===== src/rtl/mem_bus_arbiter_if.sv =====
// mem_bus_arbiter_if: requester ports and memory bus of the arbiter.
// slave = arbiter side, master = requesters plus memory.
interface mem_bus_arbiter_if #(
  parameter int ADDR_W = 16,
  parameter int DATA_W = 8
);
  logic              req0_valid;
  logic              req0_we;
  logic [ADDR_W-1:0] req0_addr;
  logic [DATA_W-1:0] req0_wdata;
  logic              req0_lock;
  logic              req0_ready;
  logic              req0_rvalid;
  logic [DATA_W-1:0] req0_rdata;

  logic              req1_valid;
  logic              req1_we;
  logic [ADDR_W-1:0] req1_addr;
  logic [DATA_W-1:0] req1_wdata;
  logic              req1_ready;
  logic              req1_rvalid;
  logic [DATA_W-1:0] req1_rdata;

  logic              mem_en;
  logic              mem_we;
  logic [ADDR_W-1:0] mem_addr;
  logic [DATA_W-1:0] mem_wdata;
  logic [DATA_W-1:0] mem_rdata;
  logic              busy;

  modport slave (
    input  req0_valid, req0_we, req0_addr,
    input  req0_wdata, req0_lock,
    output req0_ready, req0_rvalid, req0_rdata,
    input  req1_valid, req1_we, req1_addr,
    input  req1_wdata,
    output req1_ready, req1_rvalid, req1_rdata,
    output mem_en, mem_we, mem_addr, mem_wdata,
    input  mem_rdata,
    output busy
  );

  modport master (
    output req0_valid, req0_we, req0_addr,
    output req0_wdata, req0_lock,
    input  req0_ready, req0_rvalid, req0_rdata,
    output req1_valid, req1_we, req1_addr,
    output req1_wdata,
    input  req1_ready, req1_rvalid, req1_rdata,
    input  mem_en, mem_we, mem_addr, mem_wdata,
    output mem_rdata,
    input  busy
  );
endinterface


===== src/rtl/mem_bus_arbiter.sv =====
// mem_bus_arbiter: round-robin arbiter sharing the single-port memory
// between CPU (port 0) and debug/loader (port 1), one access at a time.
module mem_bus_arbiter #(
  parameter int ADDR_W  = 16,
  parameter int DATA_W  = 8,
  parameter int MEM_LAT = 1
) (
  input logic              clk,
  input logic              reset,
  mem_bus_arbiter_if.slave bus
);
  typedef enum logic [1:0] {
    IDLE, ISSUE, WAIT, RESP
  } state_t;

  localparam logic [3:0] LAT_M1 = 4'(MEM_LAT - 1);

  state_t            state;
  state_t            state_nx;
  logic              prio;
  logic              win;
  logic              we_q;
  logic [3:0]        cnt;
  logic [ADDR_W-1:0] addr_q;
  logic [DATA_W-1:0] wdata_q;
  logic [DATA_W-1:0] rdata0;
  logic [DATA_W-1:0] rdata1;
  logic              any;
  logic              gnt1;
  logic              cap;

  assign any  = bus.req0_valid | bus.req1_valid;
  assign gnt1 = bus.req1_valid
              & (~bus.req0_valid | prio);
  // Read data is valid in the cycle that leads into RESP
  assign cap  = state_nx == RESP;

  always_ff @(posedge clk or negedge reset)
    if (!reset) state <= IDLE;
    else        state <= state_nx;

  always_comb begin
    state_nx = state;
    unique case (state)
      IDLE:  if (any) state_nx = ISSUE;
      ISSUE: state_nx = (MEM_LAT == 1) ? RESP : WAIT;
      WAIT:  if (cnt <= 4'd1) state_nx = RESP;
      RESP:  state_nx = IDLE;
    endcase
  end

  always_comb begin
    bus.req0_ready  = 1'b0;
    bus.req1_ready  = 1'b0;
    bus.req0_rvalid = 1'b0;
    bus.req1_rvalid = 1'b0;
    bus.mem_en      = 1'b0;
    bus.mem_we      = 1'b0;
    bus.mem_addr    = '0;
    bus.mem_wdata   = '0;
    unique case (state)
      IDLE: begin
        bus.req0_ready = reset & bus.req0_valid & ~gnt1;
        bus.req1_ready = reset & gnt1;
      end
      ISSUE: begin
        bus.mem_en    = 1'b1;
        bus.mem_we    = we_q;
        bus.mem_addr  = addr_q;
        bus.mem_wdata = wdata_q;
      end
      WAIT: ;
      RESP: begin
        bus.req0_rvalid = ~win;
        bus.req1_rvalid = win;
      end
    endcase
  end

  assign bus.busy       = state != IDLE;
  assign bus.req0_rdata = rdata0;
  assign bus.req1_rdata = rdata1;

  always_ff @(posedge clk or negedge reset)
    if (!reset) begin
      prio    <= 1'b0;
      win     <= 1'b0;
      we_q    <= 1'b0;
      addr_q  <= '0;
      wdata_q <= '0;
      cnt     <= '0;
      rdata0  <= '0;
      rdata1  <= '0;
    end else begin
      if (state == IDLE && any) begin
        win     <= gnt1;
        we_q    <= gnt1 ? bus.req1_we : bus.req0_we;
        addr_q  <= gnt1 ? bus.req1_addr : bus.req0_addr;
        wdata_q <= gnt1 ? bus.req1_wdata
                        : bus.req0_wdata;
        // a locked CPU grant keeps priority on port 0
        prio    <= ~gnt1 & ~bus.req0_lock;
      end
      if (state == ISSUE)     cnt <= LAT_M1;
      else if (state == WAIT) cnt <= cnt - 4'd1;
      if (cap && !win) rdata0 <= bus.mem_rdata;
      if (cap && win)  rdata1 <= bus.mem_rdata;
    end
endmodule


===== src/flat_wrapper.sv =====
// flat-port wrapper written by rule: the top's interface ports become plain ports
module mem_bus_arbiter_flat 
#(
  parameter int ADDR_W  = 16,
  parameter int DATA_W  = 8,
  parameter int MEM_LAT = 1
)
  (clk, reset, bus_req0_valid, bus_req0_we, bus_req0_addr, bus_req0_wdata, bus_req0_lock, bus_req0_ready, bus_req0_rvalid, bus_req0_rdata, bus_req1_valid, bus_req1_we, bus_req1_addr, bus_req1_wdata, bus_req1_ready, bus_req1_rvalid, bus_req1_rdata, bus_mem_en, bus_mem_we, bus_mem_addr, bus_mem_wdata, bus_mem_rdata, bus_busy);
  mem_bus_arbiter_if #(.ADDR_W(ADDR_W), .DATA_W(DATA_W)) bus_i ();
  input logic clk;
  input logic reset;
  input wire logic [$bits(bus_i.req0_valid)-1:0] bus_req0_valid;
  input wire logic [$bits(bus_i.req0_we)-1:0] bus_req0_we;
  input wire logic [$bits(bus_i.req0_addr)-1:0] bus_req0_addr;
  input wire logic [$bits(bus_i.req0_wdata)-1:0] bus_req0_wdata;
  input wire logic [$bits(bus_i.req0_lock)-1:0] bus_req0_lock;
  output wire logic [$bits(bus_i.req0_ready)-1:0] bus_req0_ready;
  output wire logic [$bits(bus_i.req0_rvalid)-1:0] bus_req0_rvalid;
  output wire logic [$bits(bus_i.req0_rdata)-1:0] bus_req0_rdata;
  input wire logic [$bits(bus_i.req1_valid)-1:0] bus_req1_valid;
  input wire logic [$bits(bus_i.req1_we)-1:0] bus_req1_we;
  input wire logic [$bits(bus_i.req1_addr)-1:0] bus_req1_addr;
  input wire logic [$bits(bus_i.req1_wdata)-1:0] bus_req1_wdata;
  output wire logic [$bits(bus_i.req1_ready)-1:0] bus_req1_ready;
  output wire logic [$bits(bus_i.req1_rvalid)-1:0] bus_req1_rvalid;
  output wire logic [$bits(bus_i.req1_rdata)-1:0] bus_req1_rdata;
  output wire logic [$bits(bus_i.mem_en)-1:0] bus_mem_en;
  output wire logic [$bits(bus_i.mem_we)-1:0] bus_mem_we;
  output wire logic [$bits(bus_i.mem_addr)-1:0] bus_mem_addr;
  output wire logic [$bits(bus_i.mem_wdata)-1:0] bus_mem_wdata;
  input wire logic [$bits(bus_i.mem_rdata)-1:0] bus_mem_rdata;
  output wire logic [$bits(bus_i.busy)-1:0] bus_busy;
  assign bus_i.req0_valid = bus_req0_valid;
  assign bus_i.req0_we = bus_req0_we;
  assign bus_i.req0_addr = bus_req0_addr;
  assign bus_i.req0_wdata = bus_req0_wdata;
  assign bus_i.req0_lock = bus_req0_lock;
  assign bus_req0_ready = bus_i.req0_ready;
  assign bus_req0_rvalid = bus_i.req0_rvalid;
  assign bus_req0_rdata = bus_i.req0_rdata;
  assign bus_i.req1_valid = bus_req1_valid;
  assign bus_i.req1_we = bus_req1_we;
  assign bus_i.req1_addr = bus_req1_addr;
  assign bus_i.req1_wdata = bus_req1_wdata;
  assign bus_req1_ready = bus_i.req1_ready;
  assign bus_req1_rvalid = bus_i.req1_rvalid;
  assign bus_req1_rdata = bus_i.req1_rdata;
  assign bus_mem_en = bus_i.mem_en;
  assign bus_mem_we = bus_i.mem_we;
  assign bus_mem_addr = bus_i.mem_addr;
  assign bus_mem_wdata = bus_i.mem_wdata;
  assign bus_i.mem_rdata = bus_mem_rdata;
  assign bus_busy = bus_i.busy;
  mem_bus_arbiter #(.ADDR_W(ADDR_W), .DATA_W(DATA_W), .MEM_LAT(MEM_LAT)) u_core (.clk(clk), .reset(reset), .bus(bus_i));
endmodule

===== config.mk =====
export PLATFORM = sky130hd
export DESIGN_NAME = mem_bus_arbiter_flat
export DESIGN_NICKNAME = d
export VERILOG_FILES = /design/src/rtl/mem_bus_arbiter_if.sv /design/src/rtl/mem_bus_arbiter.sv /design/src/flat_wrapper.sv
export SDC_FILE = /design/constraint.sdc
export NUM_CORES = 1
export LEC_CHECK = 0
export CORE_UTILIZATION = 46
export CTS_BUF_LIST = sky130_fd_sc_hd__clkbuf_4
export DETAILED_ROUTE_END_ITERATION = 12
export PLACE_DENSITY = 0.85
export SYNTH_ARGS = -nofsm -noshare
export SYNTH_HDL_FRONTEND = slang
export SYNTH_SLANG_ARGS = --single-unit

===== constraint.sdc =====
create_clock -name clk -period 2.5 [get_ports clk]
set_input_delay 0.25 -clock clk [delete_from_list [all_inputs] [get_ports clk]]
set_output_delay 0.25 -clock clk [all_outputs]
set_load 0.05 [all_outputs]

==> metrics.cfg <==
[outcome]
status = finished clean

[run]
cap_violations = 0

[placement]
io_buffers = 109
pre_cts_ws_ns = 0.490
place_congestion = 0.720
dp.cells = 396
dp_hpwl_mm = 4.29
placed_area_sq_um = 3850

[sta]
tightest_slew_ns = 0.604
holdWs_ns = 0.00169
slew_violations = 0
max-slew-margin-rel = 0.597
setup_tns_ns = 0
fmax_ghz = 0.463
setup_ws_ns = 0.338
hold_viol_final = 0
timing.final.crit_share = 0.865
finalSetupViolCount = 0
post-route-min-period_ns = 2.16
rsz0062_at_grt = false
fin_skew_ns = 0.0153

[cells_and_area]
fillCellCount = 333
drive_gt1_frac = 0.195
areaGrowthSynthToFinish_pct = 63.5
num_antenna_cells = 0
final_cell_area_sq_um = 3960
final_util = 0.780
final_cells = 404
finalNetCount = 402

[global_route]
grtUsageTotal = 0.215
antenna_found_initial = 0
grt_pass1_vias = 1961
grt_max_degree = 54
grt_overflow_total = 0
grt_pass1_wl_mm = 8.87

[pwr]
peakVddDrop_v = 0.000675
finalPower_mw = 5.23
p_clk_frac = 0.106
internal-power_mw = 2.87
seq_power_share = 0.272
switching_power_mw = 2.36
p_leak_nw = 1.80
comb_power_share = 0.621
swShare = 0.452
pwr_density_cell_nw_per_um2 = 1320

[min_path]
hp-class = input pin to async pin

[clock_network]
post_cts_buffers = 0
cts_sinks = 49
cts_buffers = 5
path_clk_slew_ns = 0.15
htree_num_levels = 2
cts_tree = done
cts_buffer_depth = 2
cts_root_buf = clkbuf_4
clk_latency_ns = 0.37

[yosys]
yosys_warnings = 0
ys_seq_area_frac = 0.506
synth_fp_nets = 294
syn_inst = 225
avgSynthCellArea_sq_um = 10.8
yosysUniqueCellTypes = 26
synth_area_sq_um = 2420
ys_ff_latch = 49

[floorplanning]
dieHeight_um = 74.6
die-area_sq_um = 5560
die_x_um = 74.6
row_count = 26
initial_core_util = 0.477
coreArea_sq_um = 5070
top_level_ports = 110

[detailed_routing]
drt-pass1-iter-count = 4
vias_per_cell = 4.96
wl_mm = 5.70
drtAntennaViolNets = 0
wl_per_cell_um = 14.1
drt_iter0_markers = 47
drc = 0
vias = 2003

[setup_path]
startpoint_type = flip-flop
cp-end-kind = output port
worst-setup-path-type = flip-flop to output port
worstPathMaxFanout = 5
crit_required_ns = 2.25
worstPathArrival_ns = 1.91

[flip-flops by register name, indices dropped and copies added, names as in the netlist]
register               count
u_core.we_q                1
u_core.prio                1
u_core.win                 1
u_core.state               2
u_core.cnt                 4
u_core.addr_q             16
u_core.bus.req0_rdata      8
u_core.wdata_q             8
u_core.bus.req1_rdata      8
[cell usage after synthesis]
| master | number | area [sq um] |
|---|---|---|
| a211oi_1 | 1 | 7.51 |
| dfrtp_1 | 49 | 1230 |
| o22ai_1 | 2 | 12.5 |
| nor3_1 | 4 | 20.0 |
| buf_2 | 1 | 5.00 |
| and2_2 | 1 | 7.51 |
| and2_1 | 26 | 163 |
| buf_4 | 2 | 15.0 |
| nand4_4 | 1 | 21.3 |
| mux2_2 | 17 | 191 |
| inv_1 | 8 | 30.0 |
| o21ai_1 | 1 | 5.00 |
| o31ai_2 | 1 | 12.5 |
| mux2i_1 | 25 | 250 |
| nand2_1 | 31 | 116 |
| nand3_1 | 1 | 5.00 |
| nor2b_1 | 1 | 6.26 |
| o21a_1 | 1 | 7.51 |
| buf_6 | 1 | 11.3 |
| nor2_1 | 4 | 15.0 |
| o21ai_0 | 30 | 150 |
| ha_1 | 6 | 75.1 |
| a21oi_2 | 1 | 8.76 |
| clkbuf_1 | 8 | 30.0 |
| nand2b_1 | 1 | 6.26 |
| nand4b_4 | 1 | 23.8 |
[cell type report]
class	count	area, sq um	share of cell area
clock inverters	3	65.1	0.0164
flip-flops and latches	49	1230	0.310
multi-input cells	156	1130	0.285
repair buffers	113	1390	0.350
inverters	8	30.0	0.00758
clock buffers	5	37.5	0.00948
well taps	70	87.6	0.0221
[power groups by stage]
stage                     Clock [mW]  Sequential (mW)  Combinational (mW)
after floorplan                    0             1.85                1.61
after global placement             0             1.42                3.21
after detailed placement           0             1.44                3.27
after CTS                      0.571             1.43                3.29
after global routing           0.597             1.47                3.48
final                          0.557             1.42                3.25
[worst max-delay path: stages, from the launching register on]
cell,delay (ns)
dfrtp_1,0.44
ha_1,0.18
nor2b_1,0.13
clkdlybuf4s50_1,0.81
[placed cells by master, fill, tap and decap left out, types with 2 or more instances in the layout]
master           instances
inv_1                    8
o21ai_0                 29
mux2_2                  17
nor3_1                   4
and2_1                  26
ha_1                     6
clkbuf_4                 5
o21ai_4                  2
buf_12                  27
buf_4                    5
o22ai_1                  2
dfrtp_1                 49
mux2i_1                 25
nor2_1                   4
bufinv_16                2
clkdlybuf4s50_1         79
nand2_1                 31
[per-layer routing]
| metal | wire (um) | global-route usage | vias up |
|---|---|---|---|
| met2 | 3030 | 0.383 | 76 |
| met1 | 2170 | 0.241 | 946 |
| met5 | 0 | 0 | - |
| met4 | 63 | 0.0608 | 0 |
| met3 | 426 | 0.0786 | 6 |
| li1 | - | - | 975 |
[path summary, 6_finish.rpt]
kind / cells after the start / startpoint / endpoint / slack (ns)
min in group clk: 2 / bus_req0_lock / u_core.prio$_DFFE_PN0P_ / 0.45
max in group asynchronous: 2 / reset / u_core.addr_q[10]$_DFFE_PN0P_ / 2.09
max reg2reg: 6 / u_core.state[0]$_DFF_PN0_ / u_core.bus.req1_rdata[7]$_DFFE_PN0P_ / 0.58
min: 2 / reset / u_core.wdata_q[2]$_DFFE_PN0P_ / 0.002
max: 3 / u_core.state[0]$_DFF_PN0_ / bus_req0_rvalid / 0.34
min reg2reg: 2 / u_core.addr_q[0]$_DFFE_PN0P_ / u_core.addr_q[0]$_DFFE_PN0P_ / 0.49
[what timing repair did]
item | 4_1_cts | 5_1_grt
setup endpoints to repair | 0 | 1
hold buffers | 0 | 0
resized for setup | 0 | 1
[logic make-up after synthesis]
kind of cell / synth area share
and+or+nand+nor: 0.159
AOI/OAI and AO/OA: 0.0842
buffers and inverters: 0.0377
adders and majority gates: 0.0310
DFF: 0.506
muxes: 0.182
Power figures use the tool's default switching activity.
